### src/rtl/debounce_multi.sv
// debounce_multi: N-channel switch/button debouncer.
// Each channel double-flop synchronises its raw input and changes its
// debounced level only after the synchronised value has disagreed with the
// current level for STABLE_CNT consecutive clocks.
// Optional feature macro: DEBOUNCE_EDGE_PULSE_EN
//   defined   -> registered one-cycle rise/fall/any_change pulses
//   undefined -> rise/fall/any_change tied low, no pulse flops
module debounce_multi #(
    parameter int unsigned N_CH        = 4,
    parameter int unsigned STABLE_CNT  = 10,
    parameter logic        RESET_LEVEL = 1'b0
) (
    input  logic            clk,
    input  logic            reset,
    input  logic [N_CH-1:0] raw_in,
    output logic [N_CH-1:0] db_out,
    output logic [N_CH-1:0] busy,
    output logic [N_CH-1:0] rise,
    output logic [N_CH-1:0] fall,
    output logic            any_change
);

    localparam int unsigned     CNT_W    = $clog2(STABLE_CNT + 1);
    localparam logic [CNT_W-1:0] CNT_LAST = CNT_W'(STABLE_CNT - 1);
    localparam logic [N_CH-1:0]  RESET_VEC = {N_CH{RESET_LEVEL}};

    logic [N_CH-1:0]  sync1;
    logic [N_CH-1:0]  sync2;
    logic [CNT_W-1:0] cnt     [N_CH];
    logic [CNT_W-1:0] cntNext [N_CH];
    // Channels whose disagreement has lasted long enough to flip db_out now
    logic [N_CH-1:0]  commit;
    logic [N_CH-1:0]  dbNext;

    // Per-channel stability counter and commit decision
    always_comb begin
        commit = '0;
        for (int i = 0; i < int'(N_CH); i++) begin
            cntNext[i] = '0;
            if (sync2[i] != db_out[i]) begin
                if (cnt[i] == CNT_LAST) begin
                    commit[i] = 1'b1;
                end else begin
                    cntNext[i] = cnt[i] + CNT_W'(1);
                end
            end
        end
    end

    // A commit only happens on disagreement, so flipping the bit loads sync2
    assign dbNext = db_out ^ commit;

    // Synchroniser, counters and debounced level
    always_ff @(posedge clk or posedge reset) begin
        if (reset) begin
            sync1  <= RESET_VEC;
            sync2  <= RESET_VEC;
            db_out <= RESET_VEC;
            for (int i = 0; i < int'(N_CH); i++) begin
                cnt[i] <= '0;
            end
        end else begin
            sync1  <= raw_in;
            sync2  <= sync1;
            db_out <= dbNext;
            for (int i = 0; i < int'(N_CH); i++) begin
                cnt[i] <= cntNext[i];
            end
        end
    end

    // A change is pending whenever the counter has started
    always_comb begin
        busy = '0;
        for (int i = 0; i < int'(N_CH); i++) begin
            busy[i] = (cnt[i] != '0);
        end
    end

`ifdef DEBOUNCE_EDGE_PULSE_EN
    // One-cycle edge pulses, registered on the same edge that updates db_out
    always_ff @(posedge clk or posedge reset) begin
        if (reset) begin
            rise       <= '0;
            fall       <= '0;
            any_change <= 1'b0;
        end else begin
            rise       <= commit & ~db_out;
            fall       <= commit & db_out;
            any_change <= |commit;
        end
    end
`else
    assign rise       = '0;
    assign fall       = '0;
    assign any_change = 1'b0;
`endif

endmodule

### config.mk
export PLATFORM = sky130hd
export DESIGN_NAME = debounce_multi
export DESIGN_NICKNAME = d
export VERILOG_FILES = /design/src/rtl/debounce_multi.sv
export SDC_FILE = /design/constraint.sdc
export NUM_CORES = 1
export LEC_CHECK = 0
export CORE_MARGIN = 8
export CORE_UTILIZATION = 51
export CTS_CLUSTER_SIZE = 20
export DETAILED_ROUTE_END_ITERATION = 16
export PLACE_DENSITY = 0.82
export SLEW_MARGIN = 20
export SYNTH_ARGS = -nofsm -noshare
export SYNTH_HDL_FRONTEND = slang
export SYNTH_SLANG_ARGS = --single-unit
### constraint.sdc
create_clock -name clk -period 1.5 [get_ports clk]
set_input_delay 0.3 -clock clk [delete_from_list [all_inputs] [get_ports clk]]
set_output_delay 0.3 -clock clk [all_outputs]
set_load 0.01 [all_outputs]
==> results.py, run 1 <==
metrics = {
    "clock_network": {
        "insertion_delay_ns": 0.31,
        "cts.sinks": 28,
        "numCtsBuffers": 3,
        "cts_buffer_depth": 2,
        "cts_root_buf": "clkbuf_4",
        "postCtsHoldBufs": 0,
        "cts.clk_slew.worst_paths_ns": 0.14,
        "cts_tree": "built",
        "h-tree-depth": 1,
    },
    "die": {
        "initial_core_util_pct": 54.1,
        "core_region_area_sq_um": 2480,
        "pin_count": 23,
        "die_h_microns": 67.3,
        "die_x_microns": 67.3,
        "die_area_sq_um": 4530,
        "num_rows": 18,
    },
    "global_routing": {
        "grt_pass1_wl_microns": 3650,
        "grtUsageTotal_pct": 10.3,
        "antenna_found_initial": 0,
        "grt_overflow": 0,
        "grt_pass1_vias": 858,
        "grt_max_degree": 29,
    },
    "final_layout": {
        "area_growth_pct": 18.9,
        "multiInputGateArea_sq_um": 569,
        "fillers": 198,
        "seqCellArea_sq_um": 701,
        "antenna-diode-count": 0,
        "drive_gt1_share_pct": 27.5,
        "fin_cells": 172,
        "fin_nets": 161,
    },
    "synth": {
        "syn-cell-area_sq_um": 1340,
        "synth_warnings": 0,
        "synth.avg_cell_area_sq_um": 12.1,
        "yosys_register_bits": 28,
        "synth-seq-area-share_pct": 52.2,
        "syn_inst": 111,
        "yosys.cell_types.count": 13,
    },
    "timing": {
        "setup_viol": 0,
        "hold_violations": 0,
        "setup_tns_ns": 0,
        "post-route-period-util_pct": 94.1,
        "fmax_mhz": 708,
        "slew_violations": 0,
        "fin_skew_ns": 0.00118,
        "period_needed_ns": 1.41,
        "grt_setup_unrepaired": "false",
    },
    "detailed_routing": {
        "drtIter0Drc": 20,
        "drcViolationCount": 0,
        "firstDrtPassIters": 3,
        "wirelength_microns": 2120,
        "vias": 805,
        "wl_per_cell_microns": 12.3,
        "drtAntennaViolNets": 0,
        "vias_per_cell": 4.68,
    },
    "setup_path": {
        "cpMaxStageDelayCell": "dfrtp_1",
        "critPathTopFamily": "flip-flops",
        "cp-end-kind": "primary output",
        "critical_path.max_fanout": 2,
        "r2r-start": "cnt[8]$_DFF_PP0_",
        "cp_data_required_time_ns": 1.20,
        "cp_slowest_stage_delay_ns": 0.42,
        "arrival_ns": 1.11,
        "start_kind": "register",
        "r2r_slack_ns": 0.12,
        "reg2regPathDepth": 5,
        "path_cells": "inv_2, ha_1, nand2_1, buf_2",
        "worstSetupPathType": "reg2out",
        "path_buf_inv": 2,
    },
    "place": {
        "gp_congestion": 0.718,
        "dpl.hpwl_microns": 1610,
        "place_inst": 159,
        "io_buffers": 13,
    },
    "pwr": {
        "pwr_density_cell_nw_per_um2": 1090,
        "peakVddDrop_mv": 0.866,
        "p_leak_nw": 0.959,
    },
    "outcome": {
        "outcome": "finished clean",
    },
    "run": {
        "drv_cap": 0,
    },
    "worst_hold_path": {
        "min_path_type": "in2async",
    },
}
[what timing repair did]
item | in CTS | in global routing
hold endpoints to repair | 0 | 0
setup endpoints to repair | 8 | 3
gates resized for setup | 20 | 4
setup buffers | 8 | 1
[through the flow]
stage	instance area [sq um]	hold slack [ns]	total power [mW]	util (%)	worst slack (ns)
2_1_floorplan	1370	0.331	1.19	-	0.373
3_3_place_gp	1520	0.332	1.36	61.2	0.0443
3_5_place_dp	1520	0.338	1.39	61.2	0.00335
4_1_cts	1610	0.337	1.76	64.8	0.00000111
5_1_grt	1600	0.358	1.84	64.4	0.0249
6_report	1600	0.325	1.74	64.4	0.0883
[worst max path at each step]
stage / cells after the start / slack, ns / from / endpoint
after floorplan: 3 / 0.37 / cnt[0]$_DFF_PP0_ / register
after global placement: 4 / 0.04 / cnt[9]$_DFF_PP0_ / busy[1]
after detailed placement: 4 / 0.003 / cnt[1]$_DFF_PP0_ / busy[3]
after CTS: 4 / 0.000001 / cnt[9]$_DFF_PP0_ / busy[1]
after global routing: 4 / 0.02 / cnt[5]$_DFF_PP0_ / busy[2]
final: 4 / 0.09 / cnt[5]$_DFF_PP0_ / busy[2]
[cells by family (layout without fill, tap and decap cells)]
group	after synthesis	count (layout)	share of synthesized area, %
simple gates	36	36	16.4
flops	28	28	52.2
buf+inv	18	41	7.56
fa+ha+maj	12	12	11.2
xor+xnor	12	12	7.84
mux	4	4	4.48
other cells	1	9	0.280
[cells in the mapped netlist]
cell type,count,area share (%)
inv_1,9,2.5
conb_1,1,0.28
xor2_1,8,5.2
and3_2,4,2.2
nand2_1,8,2.2
xnor2_1,4,2.6
buf_4,9,5.0
ha_1,12,11
nand3_1,4,1.5
mux2_4,4,4.5
nand3b_4,4,6.0
dfrtp_1,28,52
nor2_1,16,4.5
[worst reg2reg max path, delay by kind of cell, from the launching register on]
kind                       cells  cell delay, ns
DFF                            1            0.40
adders and majority gates      1            0.22
and+or+nand+nor                1            0.10
muxes                          1            0.29
buffers and inverters          2            0.27
[per-layer routing]
layer  part of all wire, %  global-route usage, %  wire length, microns  vias to the layer above
met2                    51                   18.9                  1090                       18
met5                     0                      0                     0                        -
met4                  0.89                   4.44                    19                        0
li1                      -                      -                     -                      390
met1                    42                   11.3                   900                      395
met3                   5.3                   1.82                   112                        2
[placed cells by master (no fill, tap or decap)]
cell type / n
clkdlybuf4s50_1: 5
ha_1: 12
nand2_1: 8
and3_2: 4
clkbuf_4: 3
buf_2: 4
mux2_4: 4
dfrtp_1: 28
xnor2_1: 4
nand3_1: 4
conb_1: 9
clkbuf_8: 1
nand3b_4: 4
xor2_1: 8
buf_4: 15
nor2_1: 16
inv_1: 5
inv_2: 4
dlygate4sd2_1: 4
[power by group]
part	switching [mW]	total, mW	internal (mW)
combinational	0.241	0.498	0.257
sequential	0.0588	0.893	0.835
clock	0.202	0.350	0.148
[final cells by class]
class                   count  area share (%)
multi-input cells          73            35.7
clock buffers               4            2.27
flip-flops and latches     28            43.9
inverters                   9            2.12
repair buffers             28            13.6
well taps                  30            2.35
No activity file was read; power rests on OpenSTA's default activity.
==> run 2: changes to the inputs <==
--- a/config.mk
+++ b/config.mk
@@ -5,6 +5,7 @@
 export SDC_FILE = /design/constraint.sdc
 export NUM_CORES = 1
 export LEC_CHECK = 0
+export ABC_AREA = 1
 export CORE_MARGIN = 8
 export CORE_UTILIZATION = 51
 export CTS_CLUSTER_SIZE = 20
==> run 2 against run 1 <==
Effect of this change:
- synthesized cell count up 30%
- setup slack worse by 0.031 ns
- global-route usage is 0.50 points higher
- wire length increased by 8.5%
- final area increased by 5.4%
- utilization increased by 2.9 points
==> results.py, run 2 <==
metrics = {
    "detailed_routing": {
        "vias": 973,
        "wirelength_microns": 2300,
        "drtIter0Drc": 16,
        "drcViolationCount": 0,
        "vias_per_cell": 4.72,
        "wl_per_cell_microns": 11.2,
        "firstDrtPassIters": 4,
        "drtAntennaViolNets": 0,
    },
    "setup_path": {
        "cp-end-kind": "primary output",
        "cpMaxStageDelayCell": "dfrtp_1",
        "arrival_ns": 1.14,
        "cp_slowest_stage_delay_ns": 0.42,
        "critical_path.max_fanout": 2,
        "worstSetupPathType": "reg2out",
        "cp_data_required_time_ns": 1.20,
        "start_kind": "register",
        "path_cells": "inv_2, ha_4, nand3_2, buf_6",
    },
    "timing": {
        "fmax_mhz": 693,
        "period_needed_ns": 1.44,
        "post-route-period-util_pct": 96.2,
        "hold_violations": 0,
        "setup_viol": 0,
        "grt_setup_unrepaired": "true",
        "slew_violations": 0,
        "fin_ws_ns": 0.0573,
        "fin_skew_ns": 0.00278,
    },
    "pwr": {
        "pwr_density_cell_nw_per_um2": 1030,
        "p_int_mw": 1.23,
        "comb_power_share_pct": 29.5,
        "p_leak_nw": 0.891,
        "switching_power_mw": 0.493,
        "p_seq_share_pct": 50.5,
        "clkPwrFrac_pct": 20.0,
        "swShare_pct": 28.6,
        "peakVddDrop_mv": 0.828,
    },
    "global_routing": {
        "antenna_found_initial": 0,
        "grt_pass1_vias": 951,
        "grt_pass1_wl_microns": 3820,
        "grt_max_degree": 29,
        "grtUsageTotal_pct": 10.8,
        "grt_overflow": 0,
    },
    "die": {
        "die_area_sq_um": 4550,
        "die_h_microns": 67.4,
        "num_rows": 18,
        "core_region_area_sq_um": 2500,
        "die_x_microns": 67.4,
        "pin_count": 23,
        "initial_core_util_pct": 54.0,
    },
    "place": {
        "gp_congestion": 0.733,
        "io_buffers": 13,
        "dpl.hpwl_microns": 1730,
        "pre_cts_ws_ns": -0.0146,
        "post_dp_cell_area_sq_um": 1550,
    },
    "final_layout": {
        "seqCellArea_sq_um": 701,
        "final_common_cell": "dfrtp_1",
        "area_growth_pct": 24.7,
        "fillers": 209,
        "fin_nets": 195,
        "drive_gt1_share_pct": 23.9,
        "multiInputGateArea_sq_um": 558,
        "most-common-layout-cells": "28 x dfrtp_1, 21 x inv_1, 21 x nand2_1",
        "finish.utilization_pct": 67.3,
        "antenna-diode-count": 0,
        "fin_area_sq_um": 1680,
    },
    "clock_network": {
        "cts.clk_slew.worst_paths_ns": 0.13,
        "cts_buffer_depth": 2,
        "numCtsBuffers": 3,
        "cts_tree": "built",
        "h-tree-depth": 1,
        "cts_root_buf": "clkbuf_4",
        "postCtsHoldBufs": 0,
        "cts.sinks": 28,
        "insertion_delay_ns": 0.31,
    },
    "synth": {
        "async_reset_ff_share_pct": 100,
        "yosys_register_bits": 28,
        "syn_inst": 144,
        "netlist_top_cells_area": "dfrtp_1 52%, ha_1 11%, inv_1 7.5%",
        "synth.avg_cell_area_sq_um": 9.37,
        "yosys.cell_types.count": 15,
        "yosys.area.top_type": "dfrtp_1",
        "synth_top_cells_by_count": "28 x dfrtp_1, 27 x inv_1, 21 x nand2_1, 19 x nor2_1, 12 x ha_1",
        "synth-seq-area-share_pct": 51.9,
        "ys.flop_type": "dfrtp_1",
        "netlist.area_leader.share_pct": 51.9,
        "synth_edf_count": 0,
        "syn-cell-area_sq_um": 1350,
        "yosysMostFrequentCell": "dfrtp_1",
        "synth_warnings": 0,
    },
    "run": {
        "drv_cap": 0,
    },
    "outcome": {
        "outcome": "finished clean",
    },
    "worst_hold_path": {
        "min_path_type": "in2async",
    },
}
[run 2: cell types whose count changed in the layout (fill, tap and decap cells not counted), sizes merged]
cell	previous run	this run
and3	4	0
buf	19	20
inv	9	28
mux2	4	0
nand2	8	22
nand3	4	15
nand3b	4	0
nand4	0	1
nor2	16	19
o21ai	0	4
xor2	8	1
[run 2: path summary, 6_finish.rpt]
path	start	slack, ns	cells after the start	end
worst min-delay path	reset	0.33	3	cnt[9]$_DFF_PP0_
worst max-delay path	cnt[12]$_DFF_PP0_	0.06	4	busy[0]
min in group clk	sync1[1]$_DFF_PP0_	0.37	0	sync2[1]$_DFF_PP0_
worst max register to register	cnt[8]$_DFF_PP0_	0.22	6	cnt[8]$_DFF_PP0_
max in group asynchronous	reset	0.92	3	cnt[15]$_DFF_PP0_
worst min register to register	sync1[1]$_DFF_PP0_	0.37	0	sync2[1]$_DFF_PP0_
[run 2: area by class of cell]
class                   instances  share of cell area, %
multi-input cells              87                   33.2
clock buffers                   4                   2.16
repair buffers                 29                   14.5
well taps                      30                   2.23
flip-flops and latches         28                   41.7
inverters                      28                   6.25
[run 2: per-layer routing]
metal / vias up / GRT usage (%) / wire length, microns
li1: 477 / - / -
met1: 465 / 11.5 / 927
met2: 27 / 19.1 / 1190
met3: 4 / 2.48 / 145
met4: 0 / 6.01 / 38
met5: - / 0 / 0
[run 2: power groups by stage]
stage / clock network (mW) / logic [mW] / registers (mW)
floorplan: 0 / 0.236 / 0.895
global placement: 0 / 0.415 / 0.878
detailed placement: 0 / 0.434 / 0.885
CTS: 0.365 / 0.411 / 0.868
global route: 0.384 / 0.577 / 0.882
finish: 0.345 / 0.508 / 0.871
[run 2: logic make-up (layout without fill, tap and decap cells)]
| logic type | count (synthesis) | in the layout | share of synthesized area (%) |
|---|---|---|---|
| AND/OR/NAND/NOR | 57 | 57 | 19.1 |
| other | 1 | 9 | 0.278 |
| flip-flops | 28 | 28 | 51.9 |
| adder cells (fa/ha/maj) | 12 | 12 | 11.1 |
| AO/OA/AOI/OAI | 4 | 4 | 1.48 |
| XOR/XNOR | 5 | 5 | 3.25 |
| buffers and inverters | 37 | 61 | 12.8 |
[run 2: critical path, delay by kind of cell (launching register included)]
| family | cells | cell delay, ns |
|---|---|---|
| AND/OR/NAND/NOR | 1 | 0.08 |
| adder cells (fa/ha/maj) | 1 | 0.13 |
| buffers and inverters | 2 | 0.21 |
| flip-flops | 1 | 0.42 |
[run 2: through the flow]
stage          TNS, ns  cells  total power [mW]  hold slack [ns]
4_1_cts              0    202              1.64            0.326
3_5_place_dp   -0.0214    195              1.32            0.340
6_report             0    206              1.72            0.328
3_3_place_gp         0    195              1.29            0.332
5_1_grt        -0.0260    206              1.84            0.369
2_1_floorplan        0    152              1.13            0.331
[run 2: timing repair]
action / CTS / global route
endpoints found under the hold margin: 0 / 0
buffers inserted: 3 / 4
gates cloned: 0 / 0
pin swaps: 0 / 1
gates resized for setup: 22 / 16
setup endpoints to repair: 8 / 3
==> run 3: changes to the inputs <==
--- a/config.mk
+++ b/config.mk
@@ -10,7 +10,7 @@
 export CORE_UTILIZATION = 51
 export CTS_CLUSTER_SIZE = 20
 export DETAILED_ROUTE_END_ITERATION = 16
-export PLACE_DENSITY = 0.82
+export PLACE_DENSITY_LB_ADDON = 0.05
 export SLEW_MARGIN = 20
 export SYNTH_ARGS = -nofsm -noshare
 export SYNTH_HDL_FRONTEND = slang
==> run 3 against run 2 <==
Effect of this change:
- sequential share of layout area up 2.8 points
- critical path type unchanged
- global-route usage decreased by 0.17 points
- setup slack better by 0.014 ns
- wire length fell by 9.4%
- largest cell class unchanged
==> results.py, run 3 (same netlist as run 2, synthesis figures left out) <==
metrics = {
    "final_layout": {
        "fillers": 215,
        "fin_nets": 192,
        "antenna-diode-count": 0,
        "finish.utilization_pct": 63.1,
        "fin_area_sq_um": 1580,
        "most-common-layout-cells": "28 x dfrtp_1, 23 x inv_1, 21 x nand2_1",
        "final_common_cell": "dfrtp_1",
        "drive_gt1_share_pct": 18.0,
        "multiInputGateArea_sq_um": 508,
        "area_growth_pct": 16.9,
        "seqCellArea_sq_um": 701,
    },
    "timing": {
        "post-route-period-util_pct": 95.3,
        "fin_skew_ns": 0.00151,
        "hold_violations": 0,
        "slew_violations": 0,
        "setup_tns_ns": 0,
        "period_needed_ns": 1.43,
        "setup_viol": 0,
        "fin_ws_ns": 0.0711,
        "grt_setup_unrepaired": "false",
        "fmax_mhz": 700,
        "timing.hold.ws_ns": 0.328,
    },
    "die": {
        "num_rows": 18,
        "die_area_sq_um": 4550,
        "die_h_microns": 67.4,
        "core_region_area_sq_um": 2500,
        "die_x_microns": 67.4,
        "initial_core_util_pct": 54.0,
        "pin_count": 23,
    },
    "detailed_routing": {
        "wl_met3_microns": 137,
        "drtIter0Drc": 38,
        "wl_met1_microns": 876,
        "dr_wl_met2_microns": 1050,
        "wirelength_microns": 2090,
        "dr.max_layer_used": "met4",
        "wl_per_cell_microns": 10.3,
        "vias_per_cell": 4.51,
        "vias": 911,
        "drcViolationCount": 0,
        "firstDrtPassIters": 4,
        "drtAntennaViolNets": 0,
    },
    "clock_network": {
        "cts.clk_slew.worst_paths_ns": 0.13,
        "cts.sinks": 28,
        "cts_root_buf": "clkbuf_4",
        "numCtsBuffers": 3,
        "insertion_delay_ns": 0.31,
        "cts_buffer_depth": 2,
        "h-tree-depth": 1,
        "postCtsHoldBufs": 0,
        "cts_tree": "built",
    },
    "pwr": {
        "peakVddDrop_mv": 0.678,
        "pwr_density_cell_nw_per_um2": 989,
        "p_leak_nw": 0.851,
    },
    "global_routing": {
        "antenna_found_initial": 0,
        "grt_max_degree": 29,
        "grtUsageTotal_pct": 10.6,
        "grt_overflow": 0,
        "grt_pass1_vias": 933,
        "grt_pass1_wl_microns": 3770,
    },
    "setup_path": {
        "cp_slowest_stage_delay_ns": 0.41,
        "cpMaxStageDelayCell": "dfrtp_1",
        "start_kind": "register",
        "critical_path.max_fanout": 2,
        "arrival_ns": 1.13,
        "cp_data_required_time_ns": 1.20,
        "cp-end-kind": "primary output",
        "worstSetupPathType": "reg2out",
        "path_cells": "inv_2, ha_2, nand3_1, buf_2",
    },
    "outcome": {
        "outcome": "finished clean",
    },
    "place": {
        "post_dp_cell_area_sq_um": 1550,
        "io_buffers": 13,
        "pre_cts_ws_ns": 0.0316,
        "dpl.hpwl_microns": 1590,
        "gp_congestion": 0.783,
    },
    "worst_hold_path": {
        "min_path_type": "in2async",
    },
    "run": {
        "drv_cap": 0,
    },
}
-- run 3: cell types whose count changed in the layout (fill, tap and decap cells not counted), sizes merged --
cell    previous run  this run
clkbuf             4         3
buf               20        17
-- run 3: worst paths after layout --
path                                         start                 end  slack, ns  cells past startpoint
max in group asynchronous                    reset   cnt[12]$_DFF_PP0_       0.92                      3
worst max-delay path              cnt[1]$_DFF_PP0_             busy[3]       0.07                      4
worst min register to register  sync1[0]$_DFF_PP0_  sync2[0]$_DFF_PP0_       0.37                      0
worst max register to register    cnt[8]$_DFF_PP0_    cnt[9]$_DFF_PP0_       0.38                      5
worst min-delay path                         reset  sync1[1]$_DFF_PP0_       0.33                      3
min in group clk                sync1[0]$_DFF_PP0_  sync2[0]$_DFF_PP0_       0.37                      0
-- run 3: critical path: cells and delay by family (launching register included) --
| family | cells | cell delay, ns |
|---|---|---|
| adders and majority gates | 1 | 0.15 |
| DFF | 1 | 0.41 |
| and+or+nand+nor | 1 | 0.06 |
| buffers and inverters | 2 | 0.20 |
-- run 3: timing repair --
| item | 4_1_cts | 5_1_grt |
|---|---|---|
| pin swaps | 0 | 0 |
| buffers inserted | 4 | 0 |
| setup endpoints to repair | 8 | 4 |
| gates resized for setup | 20 | 5 |
-- run 3: area by class of cell --
| class | instances | share of cell area [%] |
|---|---|---|
| Clock buffer | 3 | 1.43 |
| Multi-Input combinational cell | 87 | 32.2 |
| Tap cell | 30 | 2.38 |
| Sequential cell | 28 | 44.4 |
| Inverter | 28 | 6.67 |
| Timing Repair Buffer | 26 | 12.9 |
-- run 3: power breakdown --
part / switching (mW) / leakage, nW / internal [mW]
Sequential: 0.0430 / 0.362 / 0.823
Clock: 0.201 / 0.0138 / 0.0939
Combinational: 0.210 / 0.475 / 0.188
-- run 3: per-stage QoR --
step           total power, mW  instances
5_1_grt                   1.68        202
4_1_cts                   1.58        202
6_report                  1.56        202
3_3_place_gp              1.30        195
2_1_floorplan             1.13        152
3_5_place_dp              1.31        195
-- run 3: metal layers --
metal | up-vias | track usage (%)
met2 | 17 | 19.5
li1 | 474 | -
met3 | 2 | 2.48
met4 | 0 | 5.22
met5 | - | 0
met1 | 418 | 11.0
